## src/rtl/conv_pkg.sv

```systemverilog
// Shared types and helpers for the convolution tile scheduler.
package conv_pkg;

  typedef enum logic [1:0] {
    IDLE  = 2'd0,
    RUN   = 2'd1,
    DRAIN = 2'd2,
    DONE  = 2'd3
  } conv_state_t;

  localparam int unsigned FP32_SIGN_BIT = 31;

  // Valid-convolution output extent for one dimension.
  function automatic int unsigned OUTPUT_SIZE(input int unsigned is, input int unsigned ks);
    return is - ks + 1;
  endfunction

  // Bit width for an index range of v values, never narrower than one bit.
  function automatic int unsigned clog2_min1(input int unsigned v);
    return (v <= 1) ? 1 : $clog2(v);
  endfunction

endpackage

```

## src/rtl/tag_fifo.sv

```systemverilog
// In-order tag FIFO holding the output address of every job in flight.
module tag_fifo #(
  parameter int unsigned DEPTH = 8,
  parameter int unsigned WIDTH = 8,
  localparam int unsigned PW = $clog2(DEPTH),
  localparam int unsigned CW = PW + 1
) (
  input  logic             clk,
  input  logic             rst_n,
  input  logic             push,
  input  logic [WIDTH-1:0] push_data,
  input  logic             pop,
  output logic [WIDTH-1:0] pop_data,
  output logic [CW-1:0]    count,
  output logic             full,
  output logic             empty
);

  logic [WIDTH-1:0] mem [DEPTH];
  logic [PW-1:0]    wr_ptr;
  logic [PW-1:0]    rd_ptr;
  logic             do_push;
  logic             do_pop;
  logic [CW-1:0]    count_n;

  always_comb begin
    do_pop  = pop && !empty;
    do_push = push && (!full || do_pop);
    count_n = count + CW'(do_push) - CW'(do_pop);
  end

  always_ff @(posedge clk or negedge rst_n) begin
    if (!rst_n) begin
      wr_ptr <= '0;
      rd_ptr <= '0;
      count  <= '0;
      full   <= 1'b0;
      empty  <= 1'b1;
    end else begin
      if (do_push) wr_ptr <= wr_ptr + PW'(1);
      if (do_pop)  rd_ptr <= rd_ptr + PW'(1);
      count <= count_n;
      full  <= (count_n == CW'(DEPTH));
      empty <= (count_n == '0);
    end
  end

  // Storage needs no reset; only entries between the pointers are ever read.
  always_ff @(posedge clk) begin
    if (do_push) mem[wr_ptr] <= push_data;
  end

  assign pop_data = mem[rd_ptr];

endmodule

```

## src/rtl/conv_tile_scheduler.sv

```systemverilog
// Walks every (row, col, filter) output position of a conv layer through one
// shared pipelined filter engine and writes the in-order results to the output buffer.
module conv_tile_scheduler
  import conv_pkg::*;
#(
  parameter int unsigned KERNEL_WIDTH   = 3,
  parameter int unsigned KERNEL_HEIGHT  = 3,
  parameter int unsigned INPUT_WIDTH    = 8,
  parameter int unsigned INPUT_HEIGHT   = 8,
  parameter int unsigned FILTERS_NUMBER = 4,
  parameter int unsigned VALUE_BITS     = 32,
  parameter int unsigned MAX_INFLIGHT   = 8,
  localparam int unsigned OUT_H = OUTPUT_SIZE(INPUT_HEIGHT, KERNEL_HEIGHT),
  localparam int unsigned OUT_W = OUTPUT_SIZE(INPUT_WIDTH, KERNEL_WIDTH),
  localparam int unsigned TOTAL = OUT_H * OUT_W * FILTERS_NUMBER,
  localparam int unsigned AW    = clog2_min1(TOTAL),
  localparam int unsigned RW    = clog2_min1(OUT_H),
  localparam int unsigned CLW   = clog2_min1(OUT_W),
  localparam int unsigned FW    = clog2_min1(FILTERS_NUMBER)
) (
  input  logic                  clk,
  input  logic                  rst_n,
  input  logic                  start,
  input  logic                  relu_en,
  output logic                  busy,
  output logic                  done,
  output logic                  err,
  output logic                  issue_valid,
  input  logic                  issue_ready,
  output logic [RW-1:0]         issue_row,
  output logic [CLW-1:0]        issue_col,
  output logic [FW-1:0]         issue_filter,
  input  logic                  res_valid,
  input  logic [VALUE_BITS-1:0] res_data,
  output logic                  wr_en,
  output logic [AW-1:0]         wr_addr,
  output logic [VALUE_BITS-1:0] wr_data
);

  localparam int unsigned IW       = $clog2(MAX_INFLIGHT) + 1;
  localparam int unsigned SIGN_BIT = (VALUE_BITS == 32) ? FP32_SIGN_BIT : VALUE_BITS - 1;

  conv_state_t   state;
  conv_state_t   state_n;
  logic          issue_valid_n;
  logic          busy_n;
  logic          done_n;
  logic          relu_q;
  logic [AW-1:0] addr_q;
  logic [AW-1:0] tag;
  logic [IW-1:0] inflight;
  logic [IW-1:0] inflight_n;
  logic          full;
  logic          empty;
  logic          hs;
  logic          res_ok;
  logic          last_f;
  logic          last_w;
  logic          last_pos;
  logic          accept;

  tag_fifo #(
    .DEPTH (MAX_INFLIGHT),
    .WIDTH (AW)
  ) u_tag_fifo (
    .clk       (clk),
    .rst_n     (rst_n),
    .push      (hs),
    .push_data (addr_q),
    .pop       (res_valid),
    .pop_data  (tag),
    .count     (inflight),
    .full      (full),
    .empty     (empty)
  );

  always_comb begin
    accept     = (state == IDLE) && start;
    hs         = issue_valid && issue_ready && !full;
    res_ok     = res_valid && !empty;
    last_f     = (issue_filter == FW'(FILTERS_NUMBER - 1));
    last_w     = (issue_col == CLW'(OUT_W - 1));
    last_pos   = last_f && last_w && (issue_row == RW'(OUT_H - 1));
    inflight_n = inflight + IW'(hs) - IW'(res_ok);
  end

  always_ff @(posedge clk or negedge rst_n) begin
    if (!rst_n) state <= IDLE;
    else        state <= state_n;
  end

  // Next state plus next values of the registered control outputs.
  always_comb begin
    state_n = state;
    case (state)
      IDLE:    if (start) state_n = RUN;
      RUN:     if (hs && last_pos) state_n = DRAIN;
      DRAIN:   if (inflight == '0) state_n = DONE;
      DONE:    state_n = IDLE;
      default: state_n = IDLE;
    endcase
    issue_valid_n = (state_n == RUN) && (inflight_n < IW'(MAX_INFLIGHT));
    busy_n        = (state_n == RUN) || (state_n == DRAIN);
    done_n        = (state_n == DONE);
  end

  always_ff @(posedge clk or negedge rst_n) begin
    if (!rst_n) begin
      issue_valid <= 1'b0;
      busy        <= 1'b0;
      done        <= 1'b0;
    end else begin
      issue_valid <= issue_valid_n;
      busy        <= busy_n;
      done        <= done_n;
    end
  end

  // Position counters: filter fastest, then column, then row.
  always_ff @(posedge clk or negedge rst_n) begin
    if (!rst_n) begin
      issue_row    <= '0;
      issue_col    <= '0;
      issue_filter <= '0;
      addr_q       <= '0;
      relu_q       <= 1'b0;
    end else if (accept) begin
      issue_row    <= '0;
      issue_col    <= '0;
      issue_filter <= '0;
      addr_q       <= '0;
      relu_q       <= relu_en;
    end else if (hs) begin
      addr_q       <= addr_q + AW'(1);
      issue_filter <= last_f ? '0 : issue_filter + FW'(1);
      if (last_f) begin
        issue_col <= last_w ? '0 : issue_col + CLW'(1);
        if (last_w) issue_row <= (issue_row == RW'(OUT_H - 1)) ? '0 : issue_row + RW'(1);
      end
    end
  end

  // Result write-back; a result with nothing in flight is dropped and flagged.
  always_ff @(posedge clk or negedge rst_n) begin
    if (!rst_n) begin
      err     <= 1'b0;
      wr_en   <= 1'b0;
      wr_addr <= '0;
      wr_data <= '0;
    end else begin
      if (accept) err <= 1'b0;
      if (res_valid && empty) err <= 1'b1;
      wr_en <= res_ok;
      if (res_ok) begin
        wr_addr <= tag;
        wr_data <= (relu_q && res_data[SIGN_BIT]) ? '0 : res_data;
      end
    end
  end

endmodule

```

## config.mk

```make
export PLATFORM = sky130hd
export DESIGN_NAME = conv_tile_scheduler
export DESIGN_NICKNAME = d
export VERILOG_FILES = /design/src/rtl/conv_pkg.sv /design/src/rtl/tag_fifo.sv /design/src/rtl/conv_tile_scheduler.sv
export SDC_FILE = /design/constraint.sdc
export NUM_CORES = 1
export LEC_CHECK = 0
export ABC_CLOCK_PERIOD_IN_PS = 3080
export CORE_ASPECT_RATIO = 2
export CORE_UTILIZATION = 63
export DETAILED_ROUTE_END_ITERATION = 10
export DONT_BUFFER_PORTS = 1
export PLACE_DENSITY = 0.79
export RECOVER_POWER = 25
export SETUP_SLACK_MARGIN = 0.02
export SLEW_MARGIN = 25
export SYNTH_ARGS = -nofsm -noshare
export SYNTH_HDL_FRONTEND = slang
export SYNTH_HIERARCHICAL = 1
export SYNTH_SLANG_ARGS = --single-unit
export TNS_END_PERCENT = 100
```

## constraint.sdc

```tcl
create_clock -name clk -period 3.08 [get_ports clk]
set_clock_uncertainty 0.15 [all_clocks]
set_input_delay 0.616 -clock clk [delete_from_list [all_inputs] [get_ports clk]]
set_output_delay 0.616 -clock clk [all_outputs]
set_load 0.02 [all_outputs]
```

# Yosys cells after proc, flatten, opt, wreduce, memory -nomap -nowiden
# Memories as Yosys holds them, arrays and structs flattened. A register that Yosys moved wholly into a read port is not among the register bits.
# Cells that the tools add are included.
# W data, S select, Z words.
# word_totals
regBits	68
latch_bits	0
ram_bits	64
romBits	0
input_bits	38
output_inout_bits	53
elab_cells	87
n_memories	1
# memory_table
memory	words	width	rd	rd_clocked_by_memory_dff	wr	line	text
u_tag_fifo.mem	8	8	1	1	1	tag_fifo.sv:19	logic [WIDTH-1:0] mem [DEPTH];
# classes
addsub	10
mul	0
div_mod_pow	0
magnitude_cmp	1
n_eq_ne	10
n_shift	0
n_mux	23
n_bitwise	0
reduce_logical	25
# op_table
cell	count
$mux W32	1
$mux W3	9
$mux W8	2
$add A3 B1 Y3 const B	4
$mux W2	6
$logic_and A1 B1 Y1	11
$eq A2 B2 Y1 const B	5
$add A4 B1 Y4	2
$add A8 B1 Y8 const B	1
$logic_not A4 Y1	2
$pmux W2 S4	1
$reduce_bool A2 Y1	4
$sub A4 B1 Y4	2
$eq A3 B3 Y1 const B	2
$eq A2 B1 Y1 const B	2
$eq A4 B4 Y1 const B	1
$lt A4 B4 Y1 const B	1
$mux W1	4
$logic_not A1 Y1	3
$reduce_and A3 Y1	1
$add A2 B1 Y2 const B	1
$logic_not A2 Y1	1
$logic_or A1 B1 Y1	2
$reduce_and A2 Y1	1

# Depth between registers and ports, before layout
# depth
word_depth	8
ltp_mapped	10
ltp_nobuf	10

# Modules after synthesis
# Netlist, hierarchy kept.
# modules_own_cells
module	instances	cells_per_inst	area_each_um2	seq_area_each_um2
tag_fifo	1	150	3109.2	2223.4
conv_tile_scheduler	1	211	2633.8	1601.5

# Least setup slack after synthesis
# No wires, ideal clock.
# synth_timing
path_type	input -> register
startpoint	in res_valid
endpoint	reg u_tag_fifo.full
setup_ps	67
arrival_ps	2644
required_ps	2863
path_slack_ps	220
path_stages	10
path_buffers	1
cell_sequence	nor2b_1 clkbuf_1 o21ai_2 ha_1 inv_1 ha_1 fa_1 xor2_1 or3_1 and3b_1
# synth_via
elab_chain_cells	6
# synth_rtl
element	line	text
from (decl)	conv_tile_scheduler.sv:33	input logic res_valid,
$logic_and A1 B1 Y1 (*)	tag_fifo.sv:27	do_pop = pop && !empty;
via u_tag_fifo.do_pop	tag_fifo.sv:23	logic do_pop;
$logic_or A1 B1 Y1	tag_fifo.sv:28	do_push = push && (!full || do_pop);
$logic_and A1 B1 Y1	tag_fifo.sv:28	
$add A4 B1 Y4	tag_fifo.sv:29	count_n = count + CW'(do_push) - CW'(do_pop);
$sub A4 B1 Y4 (*)	tag_fifo.sv:29	
via u_tag_fifo.count_n[2]	tag_fifo.sv:24	logic [CW-1:0] count_n;
$eq A4 B4 Y1 (*)	tag_fifo.sv:43	full <= (count_n == CW'(DEPTH));
to (signal assigned)	tag_fifo.sv:43	
to (decl)	tag_fifo.sv:15	output logic full,
# Mark *: on every way through the listed nets, which the timed path passes. The rest lies on a longest branch.
# A chain may end at the register's enable or synchronous reset.

# Worst setup path in the final report
# layout_timing
startpoint	reg u_tag_fifo.full
endpoint	reg u_tag_fifo.full
# layout_via
elab_chain_cells	6
word_cells_on_any_way	7
classes_between	2 x add/sub; 1 x eq/ne; 4 x reduce/logical
# layout_rtl
element	line	text
$logic_not A1 Y1	conv_tile_scheduler.sv:79	hs = issue_valid && issue_ready && !full;
$logic_and A1 B1 Y1	conv_tile_scheduler.sv:79	
via hs	conv_tile_scheduler.sv:55	logic hs;
$logic_and A1 B1 Y1	tag_fifo.sv:28	
$add A4 B1 Y4	tag_fifo.sv:29	
$sub A4 B1 Y4	tag_fifo.sv:29	
via u_tag_fifo.count_n[2]	tag_fifo.sv:24	
$eq A4 B4 Y1	tag_fifo.sv:43	
# The timed path passes the listed nets, and every way through them passes these cells.

==> metrics.md <==
| Metric | Value |
|---|---|
| Outcome | finished, final reports clean |
| R2R Setup Slk | 470 ps |
| Final setup viols | 0 |
| Total Power | 6420 µW |
| Max-slew headroom | 48.4% |
| Number of global-route vias before repair | 3220 |
| Post-synth top area share | 33.5% |
| Period utilization | 84.8% |
| Aggregate routed wire length | 10600 µm |
| Warnings from Yosys | 6 |
| EDFF count, synth | 64 |
| Routed wire per std cell | 21.5 µm |
| Crit Path Max Fanout | 6 |
| Synth Cell Area | 5740 µm² |
| Detailed-route DRC error count | 0 |
| Total GRT Usage | 23.4% |
| #FFs+latches synth | 140 |
| First-pass GRT wire length | 16200 µm |
| Most frequent cells in the layout | 75 x dfrtp_1, 64 x edfxtp_1, 32 x a22o_1, 21 x clkbuf_16, 18 x mux2_2 |
| Gr ovfl total | 0 |
| CP arrival | 2810 ps |
| Register area share after synthesis | 66.6% |
| Die ar. | 9520 µm² |
| Critical path startpoint category | register |
| Synth unique cells | 45 |
| CTS Root Buffer Type | clkbuf_16 |
| Worst EP required | 3270 ps |
| Die Ht | 137 µm |
| CTS tree | yes |
| Hold WC Path Type | in2reg |
| Crit end category | register |
| Nets | 433 |
| Area growth, synth to finish | 14.9% |
| CTS H-tree depth | 4 |
| Total negative slack | 0 ps |
| Die X | 69.5 µm |
| Area of the core | 8890 µm² |
| Leak | 0.00273 µW |
| Area after DPL | 5910 µm² |
| Synth Flop Type | dfrtp_1 |
| Synth Area per Inst | 15.9 µm² |
| Worst-path clk slew | 50 ps |
| Area leader, netlist | edfxtp_1 |
| Initial DRC Count | 148 |
| IO buf count | 0 |
| PostCTS Resize Cnt | 0 |
| Rows | 49 |
| CP Class | reg2reg |
| Later-pin clock latency in the skew report | 410 ps |
| Clock Tree Buf Depth | 2 |
| Max VDD drop | 0.000617 V |
| Commonest non-fill, non-tap cell in the layout | dfrtp_1 |
| Maximum clock rate | 0.383 GHz |
| Top post-synthesis cells by area | edfxtp_1 33%, dfrtp_1 33%, mux4_1 7.3% |
| Via count | 3224 |
| Ports | 91 |
| Pwr Density | 974 nW/µm² |
| # diodes | 0 |
| Initial antenna violation count | 0 |
| Total CTS buffers | 17 |
| Post-synth ARST share | 54.3% |
| Vias per inst | 6.50 |
| Layout Cell Area excl Fill | 6600 µm² |
| Final Critical Period | 2610 ps |
| Detailed Routing Iterations Pass 1 | 5 |
| CTS sink cnt | 140 |
| Fraction of layout cells with a size suffix above 1 | 18.0% |
| Maxcap violations | 0 |
| RSZ-0062 raised after global routing | no |
| Starting Density | 64.6% |
| Worst-Margin Slew | 772 ps |
| Syn_nets | 413 |
| Filler cells | 531 |
| Post-DP HPWL | 6850 µm |
| Placer Congestion | 0.725 |
| Post-Syn Instances | 361 |
| Worst Hold Slack | 166 ps |
| Pin count of the biggest net entering global routing | 77 |
| Final Hold Vio Count | 0 |
| Post-route ant nets | 0 |
| Slew Limit Fails | 0 |
==> worst paths after layout <==
kind	cells after the start	startpoint	to
worst max-delay path	10	u_tag_fifo/full	u_tag_fifo/full
worst min-delay path	2	relu_en	relu_q
worst max register to register	10	u_tag_fifo/full	u_tag_fifo/full
worst min register to register	2	relu_q	relu_q
max in group asynchronous	2	rst_n	u_tag_fifo/empty
min in group asynchronous	2	rst_n	wr_addr[2]
==> sequential cells by signal (all words and copies together) (netlist names), 2 cells and up <==
register,cells
issue_filter,2
wr_data,32
u_tag_fifo/wr_ptr,3
issue_col,3
u_tag_fifo/count,4
u_tag_fifo/rd_ptr,3
issue_row,3
u_tag_fifo/mem,64
state,2
wr_addr,8
addr_q,8
==> cells by family after synthesis <==
logic type	Yosys count	share of synthesized area, %
flip-flops	140	66.6
AO/OA/AOI/OAI	65	8.30
AND/OR/NAND/NOR	65	6.64
multiplexers	38	11.5
buffers and inverters	31	2.51
adder cells (fa/ha/maj)	14	3.18
XOR/XNOR	8	1.22
==> synthesized netlist by cell type, drive strengths merged, types with 6 or more instances <==
cell,n
dfrtp,75
edfxtp,64
a22o,32
mux2,18
mux4,16
inv,15
a21oi,14
nand2,14
ha,13
clkbuf,10
o21ai,9
or3,9
nor2,8
buf,6
nand2b,6
==> repair_timing <==
action | 4_1_cts | 5_1_grt
hold buffers | 2 | 0
buffers inserted | 0 | 0
hold endpoints to repair | 76 | 0
==> stage by stage <==
| step | utilization (%) | cells | setup WS (ps) |
|---|---|---|---|
| detailed placement | 66.5 | 462 | 298 |
| floorplan | - | 361 | 220 |
| finish | 74.2 | 496 | 467 |
| CTS | 74.3 | 496 | 457 |
| global route | 74.2 | 496 | 355 |
| global placement | 66.4 | 462 | 333 |
==> report_power, final <==
part	internal (µW)	total (µW)	switching (µW)
clock	1390	2140	748
sequential	2390	3010	619
combinational	698	1280	580
total	4480	6420	1950
==> routing by layer <==
| layer | up-vias | GRT usage (%) | wire length, µm | part of all wire [%] |
|---|---|---|---|---|
| met5 | - | 0 | 0 | 0 |
| met3 | 30 | 6.41 | 440 | 4.1 |
| met4 | 0 | 15.0 | 410 | 3.9 |
| met2 | 108 | 39.5 | 5900 | 55 |
| li1 | 1434 | - | - | - |
| met1 | 1652 | 25.8 | 3900 | 37 |
==> layout make-up <==
cell class                 instances  area, µm²  share of cell area (%)
clock inverter                     6       65.1                   0.986
clock buffer                      26        584                    8.85
inverter                          15       56.3                   0.853
multi-input combinational        190       1790                    27.1
tap                              102        128                    1.93
sequential                       140       3820                    58.0
timing repair buffer              17        150                    2.28
==> worst max-delay path: stages, from the launching register on <==
cell and delay, ps:
dfrtp_1 410, nand3b_1 190, inv_1 110, o21ai_2 70
ha_1 280, inv_1 40, ha_1 200, fa_1 380
xor2_1 150, or3_1 330, and3b_1 230
(Power assumes the default switching activity.)
==> variant 1, RTL diff (config.mk and constraints unchanged) <==
Encoding of `conv_state_t`: now one-hot (4 bits for 4 states).
--- a/src/rtl/conv_pkg.sv
+++ b/src/rtl/conv_pkg.sv
@@ -2,9 +2,9 @@
 package conv_pkg;
 
-  typedef enum logic [1:0] {
-    IDLE  = 2'd0,
-    RUN   = 2'd1,
-    DRAIN = 2'd2,
-    DONE  = 2'd3
+  typedef enum logic [3:0] {
+    IDLE  = 4'b0001,
+    RUN   = 4'b0010,
+    DRAIN = 4'b0100,
+    DONE  = 4'b1000
   } conv_state_t;
 
Behaviour: no difference found for any inputs over 10 cycles, from zero or initial values and one cycle with rst_n low; not proved beyond that.
==> variant 1 against the original RTL <==
The run now ends with max-capacitance violations, max-slew violations left; worst setup slack got worse by 0.10 ns; core utilization decreased by 0.68 points; total power decreased by 5.3%; wire length increased by 7.9%; final area increased by 0.46%; via count decreased by 0.40%; die area increased by 1.6%; count of clock-buffer cells in the layout decreased by 6; sequential cell count increased by 2; global-route usage increased by 2.2 points; area after synthesis increased by 1.7%.
==> variant 1: results (changes against the original RTL) <==
outcome:
  outcome: "finished with violations"
  failed_checks: "max-capacitance violations, max-slew violations"
sta:
  worst-slew-pin-transition_ns: 1.91  # +1.14 ns
  timing_max_transition_violations_final: 79  # +79
setup_path:
  worst_path_dominant_cell_family: "adder cells"
  critPathArrivalTime_ns: 2.91  # +0.10 ns
  critical_path.slowest_cell: "sky130_fd_sc_hd__dfrtp_1"
  worst_path_largest_cell_delay_ns: 0.44  # +0.03 ns
  rr_startpoint: "u_tag_fifo/full"
  timing.critical_path.fanout_max: 6  # unchanged
  setup.reg_to_reg.worst_slack_ns: 0.36  # -0.10 ns
yosys:
  yosysWarnings: 6  # unchanged
  synth.area.mux_share_pct: 11.2  # -0.34 points
  synth_enable_flop_cells: 64  # unchanged
  postSynthNetCount: 416  # +0.73%
  post_synth_most_frequent_cells: "sky130_fd_sc_hd__dfrtp_1 (76), sky130_fd_sc_hd__edfxtp_1 (64), sky130_fd_sc_hd__a22o_1 (32)"
  register_area_share_after_synthesis_pct: 66.4  # -0.21 points
  post_synth_xor_area_fraction_pct: 1.35  # +0.13 points
  synth_top_cells_by_area: "sky130_fd_sc_hd__edfxtp_1 (33%), sky130_fd_sc_hd__dfrtp_1 (33%), sky130_fd_sc_hd__mux4_1 (7.2%)"
  post_synth_fa_ha_maj_area_fraction_pct: 2.91  # -0.27 points
  synth_compound_gate_area_share_pct: 8.47  # +0.16 points
  yosysUniqueCellTypes: 50  # +11%
  postSynth.asyncResetShare_pct: 54.9  # +0.64 points
clock_tree:
  clkSlewWorstSetupHoldPaths_ns: 0.06
  cts-buffers-inserted: 17  # unchanged
  clkSinkCount: 142  # +1.4%
  cts.htree.levels: 4  # unchanged
job:
  timing.max_cap.violations: 1  # +1
detailed_routing:
  post_drt_via_cell_ratio: 6.41  # -1.4%
  detailedRoute.firstIterationViolations: 158  # +6.8%
  detailedRoute.firstPassIterationCount: 5  # unchanged
  drt-total-wl_um: 11500  # +7.9%
worst_hold_path:
  worst_hold_path.endpoint: "wr_data[12]"
  worstHoldStart: "res_data[12]"
  worst_hold_path.num_cells: 1  # -1
global_route:
  grt_max_degree: 79  # +2.6%
  vias_in_the_first_global_route: 3411  # +5.9%
  wire_length_of_the_first_global_routing_pass_um: 18300  # +13%
  groute.usage.overall_pct: 25.6  # +2.2 points
place:
  place_hpwl_um: 7510  # +9.7%
  pre_cts_setup_slack_ns: 0.330  # +0.0323 ns
  port_buffers: 0  # unchanged
  gp_routability_congestion: 0.793  # +9.4%
power_and_ir_drop:
  peakVddDrop_mv: 0.635  # +3.0%
  p_leak_nw: 2.81  # +2.9%
  internal-power_mw: 4.22  # -5.7%
cells_and_area:
  final_net_count: 437  # +0.92%
  post_route_cells_drive_above_1_share_pct: 19.8  # +1.8 points
  n_antenna_cell: 0  # unchanged
  final.fill_count: 542  # +2.1%
variant 1: power by group through the flow:
stage / clock network [mW] / logic (mW) / registers (mW)
floorplan: 0 / 0.979 / 2.74
global placement: 0 / 1.06 / 2.87
detailed placement: 0 / 1.11 / 2.89
CTS: 2.11 / 1.17 / 2.86
global route: 2.17 / 1.27 / 2.89
finish: 2.09 / 1.15 / 2.85
variant 1: routing by layer:
layer  vias to the layer above  routed length (um)  track usage [%]
li1                       1461                   -                -
met1                      1646                4060             27.9
met2                        77                6710             46.2
met3                        27                 340             5.90
met4                         0                 384             11.6
met5                         -                   0                0
variant 1: through the flow:
step / instances / hold slack, ns / cell area [um2]
floorplan: 365 / 0.170 / 5840
global placement: 467 / 0.173 / 6000
detailed placement: 467 / 0.173 / 6000
CTS: 501 / 0.169 / 6660
global route: 501 / 0.172 / 6630
finish: 501 / 0.181 / 6630
variant 1: area by class of cell:
class	count	share of cell area [%]
clock buffer	20	7.38
clock inverter	12	1.91
inverter	15	0.849
multi-input combinational	193	27.6
sequential	142	58.5
tap	102	1.93
timing repair buffer	17	1.87
variant 1: cell families (layout without fill, tap and decap cells):
kind of cell    Yosys count  in the layout
flops                   142            142
compound gates           69             69
simple gates             65             65
mux                      37             37
buf+inv                  30             64
fa+ha+maj                13             13
xor+xnor                  9              9
variant 1: how the worst max path moves through the flow:
stage                          from               to  slack [ns]
floorplan                 res_valid  u_tag_fifo/full        0.22
global placement          res_valid  u_tag_fifo/full        0.36
detailed placement        res_valid  u_tag_fifo/full        0.33
CTS                 u_tag_fifo/full  u_tag_fifo/full        0.36
global route                  rst_n      wr_data[27]        0.13
finish              u_tag_fifo/full  u_tag_fifo/full        0.36
variant 1: repair_timing:
action / in CTS / in global routing
setup buffers: 0 / 0
endpoints found under the hold margin: 78 / 0
hold buffers: 2 / 0
==> variant 2, RTL diff (same flow settings) <==
Made on the original files. The parameter `KERNEL_WIDTH` goes from 3 to 6.
--- a/src/rtl/conv_tile_scheduler.sv
+++ b/src/rtl/conv_tile_scheduler.sv
@@ -4,5 +4,5 @@
   import conv_pkg::*;
 #(
-  parameter int unsigned KERNEL_WIDTH   = 3,
+  parameter int unsigned KERNEL_WIDTH   = 6,
   parameter int unsigned KERNEL_HEIGHT  = 3,
   parameter int unsigned INPUT_WIDTH    = 8,
Interface: changed (resized issue_col and wr_addr); port bits go from 91 to 89. The function was not compared with the original's and may differ.
==> variant 2 against the original RTL <==
The flow now finishes with violations (max-capacitance violations, max-slew violations); sequential cell count decreased by 11; total power down 6.8%; wire length is 2.6% lower; final area decreased by 8.4%; die area shrank 7.2%; area after synthesis fell by 7.4%; worst setup slack worse by 0.26 ns; highest routed layer unchanged.
==> variant 2: results (changes against the original RTL) <==
outcome:
  outcome: "finished with violations"
  failed_checks: "max-capacitance violations, max-slew violations"
job:
  timing.max_cap.violations: 1  # +1
place:
  place_hpwl_um: 6890  # +0.66%
  port_buffers: 0  # unchanged
  gp_routability_congestion: 0.771  # +6.4%
setup_path:
  crit_path_end: "u_tag_fifo/full"
  worst_path_largest_cell_delay_ns: 0.54  # +0.13 ns
  timing.critical_path.fanout_max: 17  # +11
  startpoint: "issue_valid"
  setup.reg_to_reg.worst_slack_ns: 0.21  # -0.26 ns
  critical_path.slowest_cell: "sky130_fd_sc_hd__dfrtp_1"
  worst_r2r_path_depth: 10  # unchanged
  critPathArrivalTime_ns: 3.06  # +0.25 ns
clock_tree:
  clock_tree.root_cell: "sky130_fd_sc_hd__clkbuf_16"
  clock_insertion_delay_worst_skew_ns: 0.41  # about the same
  cts-buffers-inserted: 17  # unchanged
  cts.path.max_buffers: 2  # unchanged
  clkSlewWorstSetupHoldPaths_ns: 0.05  # about the same
  cts.htree.levels: 4  # unchanged
yosys:
  register_area_share_after_synthesis_pct: 66.0  # -0.60 points
  synth_enable_flop_cells: 56  # -13%
  yosysWarnings: 6  # unchanged
  postSynthNetCount: 391  # -5.3%
  postSynth.asyncResetShare_pct: 56.6  # +2.3 points
  synth_top_cells_by_area: "sky130_fd_sc_hd__dfrtp_1 (34%), sky130_fd_sc_hd__edfxtp_1 (32%), sky130_fd_sc_hd__mux4_1 (6.9%)"
  yosysUniqueCellTypes: 46  # +2.2%
  post_synth_most_frequent_cells: "sky130_fd_sc_hd__dfrtp_1 (72), sky130_fd_sc_hd__edfxtp_1 (56), sky130_fd_sc_hd__a22o_1 (32)"
cells_and_area:
  final.fill_count: 486  # -8.5%
  post_route_cells_drive_above_1_share_pct: 16.8  # -1.2 points
  final_net_count: 408  # -5.8%
  n_antenna_cell: 0  # unchanged
  top_regs: "u_tag_fifo/mem x56, wr_data x32"
sta:
  slew_headroom_pct: -17.8  # -66 points
  timing_max_transition_violations_final: 74  # +74
detailed_routing:
  post_drt_via_cell_ratio: 6.38  # -1.9%
  drt-total-wl_um: 10400  # -2.6%
  detailedRoute.firstIterationViolations: 146  # -1.4%
  detailedRoute.firstPassIterationCount: 4  # -1
worst_hold_path:
  hold_class: "in -> reg"
  worstHoldStart: "relu_en"
global_route:
  vias_in_the_first_global_route: 3134  # -2.7%
  number_of_antenna_violations_at_the_first_check_in_global_routing: 0  # unchanged
  groute.usage.overall_pct: 26.8  # +3.5 points
  wire_length_of_the_first_global_routing_pass_um: 16500  # +1.9%
  grt_max_degree: 74  # -3.9%
power_and_ir_drop:
  p_leak_nw: 2.48  # -9.2%
  peakVddDrop_mv: 0.787  # +28%
==> variant 2: cell types whose count changed after synthesis, sizes merged, moves of 3 or more <==
cell    before  now
nand2       14   17
or3          9    5
or4          3    6
dfrtp       75   72
mux2i        4    1
edfxtp      64   56
==> variant 2: cell type report <==
cell class | count | area share [%]
Sequential cell | 129 | 58.1
Multi-Input combinational cell | 181 | 27.8
Clock buffer | 22 | 7.87
Tap cell | 98 | 2.03
Clock inverter | 9 | 1.76
Timing Repair Buffer | 14 | 1.68
Inverter | 13 | 0.807
==> variant 2: cells by family after synthesis <==
family | count (synthesis) | share of synthesized area (%)
AOI/OAI and AO/OA | 63 | 8.64
xor gates and xnor gates | 8 | 1.32
adders and majority gates | 14 | 3.44
buffers and inverters | 29 | 2.61
DFF | 129 | 66.0
muxes | 31 | 10.5
and+or+nand+nor | 65 | 7.51
==> variant 2: metrics by stage <==
stage	power, mW	cell area (um2)	cells	setup WS [ns]	util, %
floorplan	3.71	5320	339	0.220	-
CTS	6.04	6070	466	0.217	73.7
global route	6.28	6040	466	0.137	73.4
detailed placement	4.05	5450	433	0.204	66.2
global placement	3.96	5440	433	0.317	66.1
finish	5.99	6040	466	0.208	73.4
==> variant 2: worst min-delay path by stage <==
stage	end	slack [ns]	cells past startpoint
after floorplan	addr_q[0]	0.17	0
after global placement	issue_filter[0]	0.17	0
after detailed placement	issue_filter[0]	0.17	0
after CTS	relu_q	0.15	2
after global routing	wr_data[14]	0.17	1
final	relu_q	0.17	2
==> variant 2: worst max-delay path: cells and delay by family (launching register included) <==
family                     cells  cell delay, ns
adders and majority gates      3            0.88
AOI/OAI and AO/OA              1            0.08
buffers and inverters          2            0.19
xor gates and xnor gates       1            0.16
DFF                            1            0.54
and+or+nand+nor                3            0.81
==> variant 2: repair_timing <==
| item | 4_1_cts | 5_1_grt |
|---|---|---|
| endpoints found under the hold margin | 73 | 0 |
| hold buffers | 2 | 0 |
| resized for setup | 0 | 0 |
==> variant 2: power by group <==
part / switching [mW] / internal [mW]
Combinational: 0.564 / 0.650
Clock: 0.697 / 1.25
Sequential: 0.611 / 2.22
==> variant 2: per-layer routing <==
metal	track usage (%)	share of wire, %
met3	6.66	3.1
met5	0	0
met1	29.1	35
met2	47.0	59
met4	12.8	2.4
